===== src/rtl/nvdla_sdp_mrdma_eg_pkg.sv =====
// Shared types and field-layout helpers for the SDP MRDMA egress lane merger.
// Latency: n/a (package only).
// Backpressure: n/a (package only).
//
// Command word layout (LSB first):
//   [MASK_LSB +: NUM_LANES]      lane mask
//   [len_lsb() +: BEAT_W]        beats-1
//   [last_bit()]                 last command of the layer
// Output word layout: {layer_end, mask, data}.
package nvdla_sdp_mrdma_eg_pkg;

    typedef enum logic [1:0] {
        IDLE = 2'd0,
        RUN  = 2'd1,
        SKIP = 2'd2
    } eg_state_e;

    // The lane mask always sits at the bottom of the command word.
    localparam int MASK_LSB = 0;

    // The remaining layout depends on the lane count and the length width
    // chosen by the instantiating module, so it is expressed as constant
    // functions rather than fixed numbers.
    function automatic int cmd_w(input int num_lanes, input int beat_w);
        return num_lanes + beat_w + 1;
    endfunction

    function automatic int len_lsb(input int num_lanes);
        return MASK_LSB + num_lanes;
    endfunction

    function automatic int last_bit(input int num_lanes, input int beat_w);
        return num_lanes + beat_w;
    endfunction

    function automatic int dout_w(input int num_lanes, input int atom_w);
        return num_lanes * atom_w + num_lanes + 1;
    endfunction

endpackage


===== src/rtl/nvdla_sdp_mrdma_eg_pipe.sv =====
// Single-stage valid/ready output register of parametrised width.
// Latency: 1 cycle from src accept to dst_vld.
// Backpressure: src_rdy = !dst_vld || dst_rdy, so a full slot that is being drained accepts a new word in the same cycle.
//
// Ports:
//   clk, rst_n            clock, async active-low reset
//   src_vld/src_rdy/src_dat   upstream handshake and payload
//   dst_vld/dst_rdy/dst_dat   downstream handshake and registered payload
module nvdla_sdp_mrdma_eg_pipe #(
    parameter int W = 8
) (
    input  logic         clk,
    input  logic         rst_n,
    input  logic         src_vld,
    output logic         src_rdy,
    input  logic [W-1:0] src_dat,
    output logic         dst_vld,
    input  logic         dst_rdy,
    output logic [W-1:0] dst_dat
);

    assign src_rdy = !dst_vld || dst_rdy;

    // Payload only moves on a load, so it stays put while the consumer stalls.
    always_ff @(posedge clk or negedge rst_n) begin
        if (!rst_n) begin
            dst_vld <= 1'b0;
            dst_dat <= '0;
        end else if (src_vld && src_rdy) begin
            dst_vld <= 1'b1;
            dst_dat <= src_dat;
        end else if (dst_rdy) begin
            dst_vld <= 1'b0;
        end
    end

endmodule


===== src/rtl/nvdla_sdp_mrdma_eg_lane_merge.sv =====
// SDP MRDMA egress: merges per-lane atom FIFOs into full-width beats under a mask/length command stream.
// Latency: 1 cycle from beat fire (joint lane pop) to dout_valid; 1 beat/cycle with dout_ready held high.
// Backpressure: lanes are popped only when every masked lane is valid and the output slot is free; cmd_prdy only in IDLE.
//
// Ports:
//   nvdla_core_clk / nvdla_core_rstn   clock, async active-low reset
//   op_load                            layer start pulse, clears dp2reg_beat_num
//   cmd_pvld/cmd_prdy/cmd_pd           {last, beats-1, lane mask} command
//   pfifo_rd_pvld/prdy/pd              per-lane atom FIFO read side
//   dout_valid/dout_ready/dout_pd      {layer_end, mask, data} beat to the core mux
//   eg_done                            one-cycle layer-complete pulse
//   dp2reg_beat_num                    saturating beats-accepted count for this layer
module nvdla_sdp_mrdma_eg_lane_merge
    import nvdla_sdp_mrdma_eg_pkg::*;
#(
    parameter int NUM_LANES = 4,
    parameter int ATOM_W    = 64,
    parameter int BEAT_W    = 13
) (
    input  logic                                    nvdla_core_clk,
    input  logic                                    nvdla_core_rstn,
    input  logic                                    op_load,
    input  logic                                    cmd_pvld,
    output logic                                    cmd_prdy,
    input  logic [NUM_LANES+BEAT_W:0]               cmd_pd,
    input  logic [NUM_LANES-1:0]                    pfifo_rd_pvld,
    output logic [NUM_LANES-1:0]                    pfifo_rd_prdy,
    input  logic [NUM_LANES*ATOM_W-1:0]             pfifo_rd_pd,
    output logic                                    dout_valid,
    input  logic                                    dout_ready,
    output logic [NUM_LANES*ATOM_W+NUM_LANES:0]     dout_pd,
    output logic                                    eg_done,
    output logic [31:0]                             dp2reg_beat_num
);

    localparam int CMD_W    = cmd_w(NUM_LANES, BEAT_W);
    localparam int LEN_LSB  = len_lsb(NUM_LANES);
    localparam int LAST_BIT = last_bit(NUM_LANES, BEAT_W);
    localparam int DATA_W   = NUM_LANES * ATOM_W;
    localparam int DOUT_W   = dout_w(NUM_LANES, ATOM_W);

    // ------------------------------------------------------------------
    // Command unpacking
    // ------------------------------------------------------------------
    logic [CMD_W-1:0]     cmd_word;
    logic [NUM_LANES-1:0] cmd_mask;
    logic [BEAT_W-1:0]    cmd_len;
    logic                 cmd_last;

    assign cmd_word = cmd_pd;
    assign cmd_mask = cmd_word[MASK_LSB +: NUM_LANES];
    assign cmd_len  = cmd_word[LEN_LSB +: BEAT_W];
    assign cmd_last = cmd_word[LAST_BIT];

    // ------------------------------------------------------------------
    // Control state
    // ------------------------------------------------------------------
    eg_state_e            state;
    eg_state_e            state_nxt;
    logic [NUM_LANES-1:0] mask_q;
    logic [BEAT_W-1:0]    len_q;
    logic                 last_q;
    logic [BEAT_W-1:0]    beat_idx;

    logic                 cmd_acc;
    logic                 fire;
    logic                 skip_done;
    logic                 lanes_rdy;
    logic                 slot_free;
    logic                 last_beat;

    // A lane that is not in the mask counts as ready, so the beat waits only
    // on the lanes it actually consumes. Popping all masked lanes together
    // keeps them aligned atom-for-atom.
    assign lanes_rdy = &(pfifo_rd_pvld | ~mask_q);
    assign last_beat = (beat_idx == len_q);

    always_comb begin
        state_nxt = state;
        cmd_prdy  = 1'b0;
        cmd_acc   = 1'b0;
        fire      = 1'b0;
        skip_done = 1'b0;
        case (state)
            IDLE: begin
                cmd_prdy = 1'b1;
                if (cmd_pvld) begin
                    cmd_acc   = 1'b1;
                    state_nxt = (cmd_mask != '0) ? RUN : SKIP;
                end
            end
            RUN: begin
                fire = lanes_rdy && slot_free;
                if (fire && last_beat) begin
                    state_nxt = IDLE;
                end
            end
            SKIP: begin
                // An all-zero mask produces no beats; a last-of-layer one
                // still has to close the layer.
                skip_done = last_q;
                state_nxt = IDLE;
            end
            default: state_nxt = IDLE;
        endcase
    end

    always_ff @(posedge nvdla_core_clk or negedge nvdla_core_rstn) begin
        if (!nvdla_core_rstn) begin
            state    <= IDLE;
            mask_q   <= '0;
            len_q    <= '0;
            last_q   <= 1'b0;
            beat_idx <= '0;
        end else begin
            state <= state_nxt;
            if (cmd_acc) begin
                mask_q   <= cmd_mask;
                len_q    <= cmd_len;
                last_q   <= cmd_last;
                beat_idx <= '0;
            end else if (fire) begin
                // Clear on the final beat instead of wrapping past len.
                beat_idx <= last_beat ? '0 : beat_idx + 1'b1;
            end
        end
    end

    assign pfifo_rd_prdy = fire ? mask_q : '0;

    // ------------------------------------------------------------------
    // Beat assembly: unmasked lanes are forced to zero so stale FIFO heads
    // never leak downstream.
    // ------------------------------------------------------------------
    logic [DATA_W-1:0] fill_dat;
    logic              layer_end;
    logic [DOUT_W-1:0] beat_dat;

    always_comb begin
        fill_dat = '0;
        for (int i = 0; i < NUM_LANES; i++) begin
            if (mask_q[i]) begin
                fill_dat[i*ATOM_W +: ATOM_W] = pfifo_rd_pd[i*ATOM_W +: ATOM_W];
            end
        end
    end

    assign layer_end = last_q && last_beat;
    assign beat_dat  = {layer_end, mask_q, fill_dat};

    nvdla_sdp_mrdma_eg_pipe #(
        .W (DOUT_W)
    ) u_pipe (
        .clk     (nvdla_core_clk),
        .rst_n   (nvdla_core_rstn),
        .src_vld (fire),
        .src_rdy (slot_free),
        .src_dat (beat_dat),
        .dst_vld (dout_valid),
        .dst_rdy (dout_ready),
        .dst_dat (dout_pd)
    );

    // ------------------------------------------------------------------
    // Layer completion and status counter
    // ------------------------------------------------------------------
    logic        accept;
    logic        done_q;
    logic [31:0] beat_cnt;

    assign accept = dout_valid && dout_ready;

    always_ff @(posedge nvdla_core_clk or negedge nvdla_core_rstn) begin
        if (!nvdla_core_rstn) begin
            done_q <= 1'b0;
        end else begin
            done_q <= accept && dout_pd[DOUT_W-1];
        end
    end

    // The two sources cannot normally overlap, but ORing them keeps a pulse
    // from being lost if they ever do.
    assign eg_done = done_q | skip_done;

    // op_load wins over increment; an accept in the same cycle is the first
    // beat of the new layer, hence 1 rather than 0.
    always_ff @(posedge nvdla_core_clk or negedge nvdla_core_rstn) begin
        if (!nvdla_core_rstn) begin
            beat_cnt <= '0;
        end else if (op_load) begin
            beat_cnt <= accept ? 32'd1 : 32'd0;
        end else if (accept && (beat_cnt != 32'hFFFF_FFFF)) begin
            beat_cnt <= beat_cnt + 32'd1;
        end
    end

    assign dp2reg_beat_num = beat_cnt;

endmodule


===== config.mk =====
export PLATFORM = sky130hd
export DESIGN_NAME = nvdla_sdp_mrdma_eg_lane_merge
export DESIGN_NICKNAME = d
export VERILOG_FILES = /design/src/rtl/nvdla_sdp_mrdma_eg_pkg.sv /design/src/rtl/nvdla_sdp_mrdma_eg_pipe.sv /design/src/rtl/nvdla_sdp_mrdma_eg_lane_merge.sv
export SDC_FILE = /design/constraint.sdc
export NUM_CORES = 1
export LEC_CHECK = 0
export CORE_AREA = 2 2 229 231
export CTS_CLUSTER_DIAMETER = 200
export CTS_CLUSTER_SIZE = 8
export DETAILED_ROUTE_END_ITERATION = 7
export DIE_AREA = 0 0 231 233
export MAX_ROUTING_LAYER = met4
export PLACE_DENSITY = 0.55
export SETUP_SLACK_MARGIN = 0.15
export SYNTH_ARGS = -nofsm -noshare
export SYNTH_HDL_FRONTEND = slang
export SYNTH_SLANG_ARGS = --single-unit

===== constraint.sdc =====
create_clock -name nvdla_core_clk -period 3.3 [get_ports nvdla_core_clk]
set_clock_uncertainty 0.15 [all_clocks]
set_input_delay 0.495 -clock nvdla_core_clk [delete_from_list [all_inputs] [get_ports nvdla_core_clk]]
set_output_delay 0.495 -clock nvdla_core_clk [all_outputs]
set_load 0.1 [all_outputs]

==> results.sh <==
export IMPL_dr_pass1_iters=5
export IMPL_cts_sinks=328
export IMPL_io_pins=583
export IMPL_crit_type="in -> out"
export IMPL_hold_viol_final=0
export IMPL_grt_pass1_wl_mm=76.54
export IMPL_slowest_delay_ns=0.61
export IMPL_synth_top_family_by_area="simple AND/OR/NAND/NOR gates"
export IMPL_overflow=0
export IMPL_setup_viol=0
export IMPL_clk_latency_ns=0.56
export IMPL_synth_compound_area_share_pct=3.200
export IMPL_htree_levels=2
export IMPL_r2r_slack_ns=0.58
export IMPL_required_ns=2.65
export IMPL_cts_buffers=46
export IMPL_synth_top_area_share_pct=59.80
export IMPL_crit_fanout=7
export IMPL_hp_start="u_pipe.dst_dat[96]"
export IMPL_setup_tns_ns=0
export IMPL_worstRegToRegCells=5
export IMPL_rsz0062_at_grt="false"
export IMPL_antenna_found_initial=2
export IMPL_routedWlPerCell_um=18.27
export IMPL_muxShareOfSynthArea_pct=0.2735
export IMPL_arrival_ns=2.28
export IMPL_p_leak_uw=0.01059
export IMPL_die_area_um2=53820
export IMPL_core_area_um2=51090
export IMPL_slew_headroom_pct=36.31
export IMPL_path_cells="clkdlybuf4s50_1 -> nand2b_1 -> o211ai_1 -> or2_4 -> nor2_2 -> buf_12"
export IMPL_routabilityCongestion=0.8589
export IMPL_start_util_pct=26.86
export IMPL_clockBufferDepth=3
export IMPL_cts_tree="done"
export IMPL_final_nets=2360
export IMPL_finalMaxSlewViolations=0
export IMPL_die_x_um=231
export IMPL_track_usage_pct=18.81
export IMPL_hold_class="reg -> reg"
export IMPL_synth_most_common_cell="nand2_1"
export IMPL_port_buffers=582
export IMPL_finalCriticalPeriod_ns=2.925
export IMPL_powerDensity_nw_per_um2=1176
export IMPL_syn_nets=1811
export IMPL_worst_r2r_startpoint="dp2reg_beat_num[7]"
export IMPL_synth_area_um2=13720
export IMPL_synth_area_per_cell_um2=8.994
export IMPL_crit_path_end_kind="output pin"
export IMPL_synthTopCellsByArea="dfrtp_1 60%, nand2_1 16%, nand3_1 9.9%, clkbuf_1 2.5%, xnor2_1 1.6%"
export IMPL_grt_max_degree=180
export IMPL_syn_inst=1526
export IMPL_yosysTopAreaCell="dfrtp_1"
export IMPL_drt_initial_drc_count=587
export IMPL_async_reset_ff_share_pct=100.0
export IMPL_post_drt_via_cell_ratio=4.612
export IMPL_routed_wl_mm=50.41
export IMPL_drive_gt1_share_pct=19.20
export IMPL_ys_types=49
export IMPL_status="finished, final reports clean"
export IMPL_worstHoldEndpoint="u_pipe.dst_dat[96]"
export IMPL_clkTransAtPathRegs_ns=0.05
export IMPL_start_kind="input pin"
export IMPL_crit_path_top_delay_cell="clkdlybuf4s50_1"
export IMPL_antenna_left=0
export IMPL_cts_repair_resized=0
export IMPL_synth_enable_flop_cells=0
export IMPL_timing_rr_end="dp2reg_beat_num[13]"
export IMPL_ys_seq_area_share_pct=59.80
export IMPL_hold_path_depth=2
export IMPL_ys_ff_latch=328
export IMPL_yosys_area_share_adder_pct=0.1823
export IMPL_power_uw=24510
export IMPL_maxCapViolCount=0
export IMPL_dieHeight_um=233
export IMPL_timing_fmax_mhz=341.9
export IMPL_rows=83
export IMPL_vias=12730
export IMPL_hpwl_mm=36.03
export IMPL_fin_crit_sh_pct=88.62
export IMPL_synthSimpleGateAreaFrac_pct=30.69
export IMPL_synth_xor_area_share_pct=2.425
export IMPL_tightest_slew_ns=0.9554
export IMPL_first_global_vias=12970
export IMPL_ys_flop_type="dfrtp_1"
export IMPL_root_buffer="clkbuf_16"
export IMPL_synth_cells_most_frequent="584 x nand2_1, 328 x dfrtp_1, 271 x nand3_1"
export IMPL_area_growth_pct=51.85
export IMPL_drc_errors=0
export IMPL_ys_warn_count=0
export IMPL_ir_worst_vdd_mv=0.9677
==> how the worst max path moves through the flow <==
stage                         from             endpoint  slack (ns)
floorplan           u_pipe.dst_vld     pfifo_rd_prdy[1]        0.02
global placement        dout_ready  u_pipe.dst_dat[113]        0.32
detailed placement      dout_ready  u_pipe.dst_dat[107]        0.29
CTS                     dout_ready     pfifo_rd_prdy[1]        0.33
global route            dout_ready     pfifo_rd_prdy[1]        0.23
finish                  dout_ready     pfifo_rd_prdy[1]        0.38
==> flip-flops by register name, summed over array words and instances, names as in the netlist <==
signal	flops
beat_idx	13
done_q	1
dp2reg_beat_num	32
last_q	1
len_q	13
mask_q	4
state	2
u_pipe.dst_dat	261
u_pipe.dst_vld	1
==> critical path: cells and delay by family <==
family / cells / cell delay (ns)
buffers and inverters: 2 / 0.82
and+or+nand+nor: 3 / 0.77
AOI/OAI and AO/OA: 1 / 0.19
==> what timing repair did <==
| item | CTS | global route |
|---|---|---|
| hold buffers | 1 | 0 |
| buffers inserted | 0 | 0 |
| endpoints found under the hold margin | 60 | 0 |
==> cell usage in the layout, fill, tap and decap left out, types with 3 or more instances in the layout <==
cell type        instances
nor2_2                   3
and2_1                   5
a211oi_1                 3
and3_1                   4
o21ai_0                  8
a2111oi_0                5
nand4_1                 13
a21o_1                   4
or3_1                    5
clkbuf_16               47
nor2b_1                  4
dfrtp_2                  4
buf_4                  312
nor4_1                  14
nor2_1                  37
inv_1                   11
nand2b_1                 3
nand2_1                584
nor3_1                   5
or4_1                    5
a31oi_1                  3
a21oi_1                 16
dfrtp_1                324
clkbuf_1                 3
o31ai_1                  5
and4_1                   5
xor2_1                  13
clkdlybuf4s50_1        281
xnor2_1                 25
o211ai_1                 3
o21ai_1                  6
nand3_1                271
buf_12                  14
==> layer usage <==
metal	share of wire, %	GRT usage [%]	vias up
met5	0	-	-
met4	2.5	5.544	0
met1	40	22.12	6084
li1	-	-	6088
met2	49	30.90	470
met3	8.8	5.870	88
==> kinds of logic after synthesis <==
group / count (synthesis)
AO/OA/AOI/OAI: 63
adder cells (fa/ha/maj): 2
multiplexers: 3
XOR/XNOR: 38
AND/OR/NAND/NOR: 973
buffers and inverters: 119
flip-flops: 328
==> cell type report <==
type | count | area, µm²
antenna | 2 | 5.005
clock buffer | 50 | 1187
clock inverter | 1 | 8.758
fill | 5130 | 30250
inverter | 11 | 41.29
multi-input combinational | 1079 | 5074
sequential | 328 | 8213
tap | 680 | 850.8
timing repair buffer | 609 | 5460
==> where the power goes <==
part           internal (µW)  total [µW]  switching, µW
Sequential              5240        5960            713
Clock                   2490        4210           1710
Combinational           2760       14300          11600
==> through the flow <==
stage               instance area (µm²)  hold WS (ns)  utilization [%]  cells  worst slack (ns)
finish                            20840        0.3128            40.79   2760            0.3755
global route                      20840        0.3187            40.79   2760            0.2292
CTS                               20840        0.2843            40.78   2758            0.3265
detailed placement                19630        0.3066            38.42   2706            0.2874
global placement                  19630        0.3014            38.42   2706            0.3216
floorplan                         13730       0.04941                -   1526           0.02435
Power figures use the tool's default switching activity.
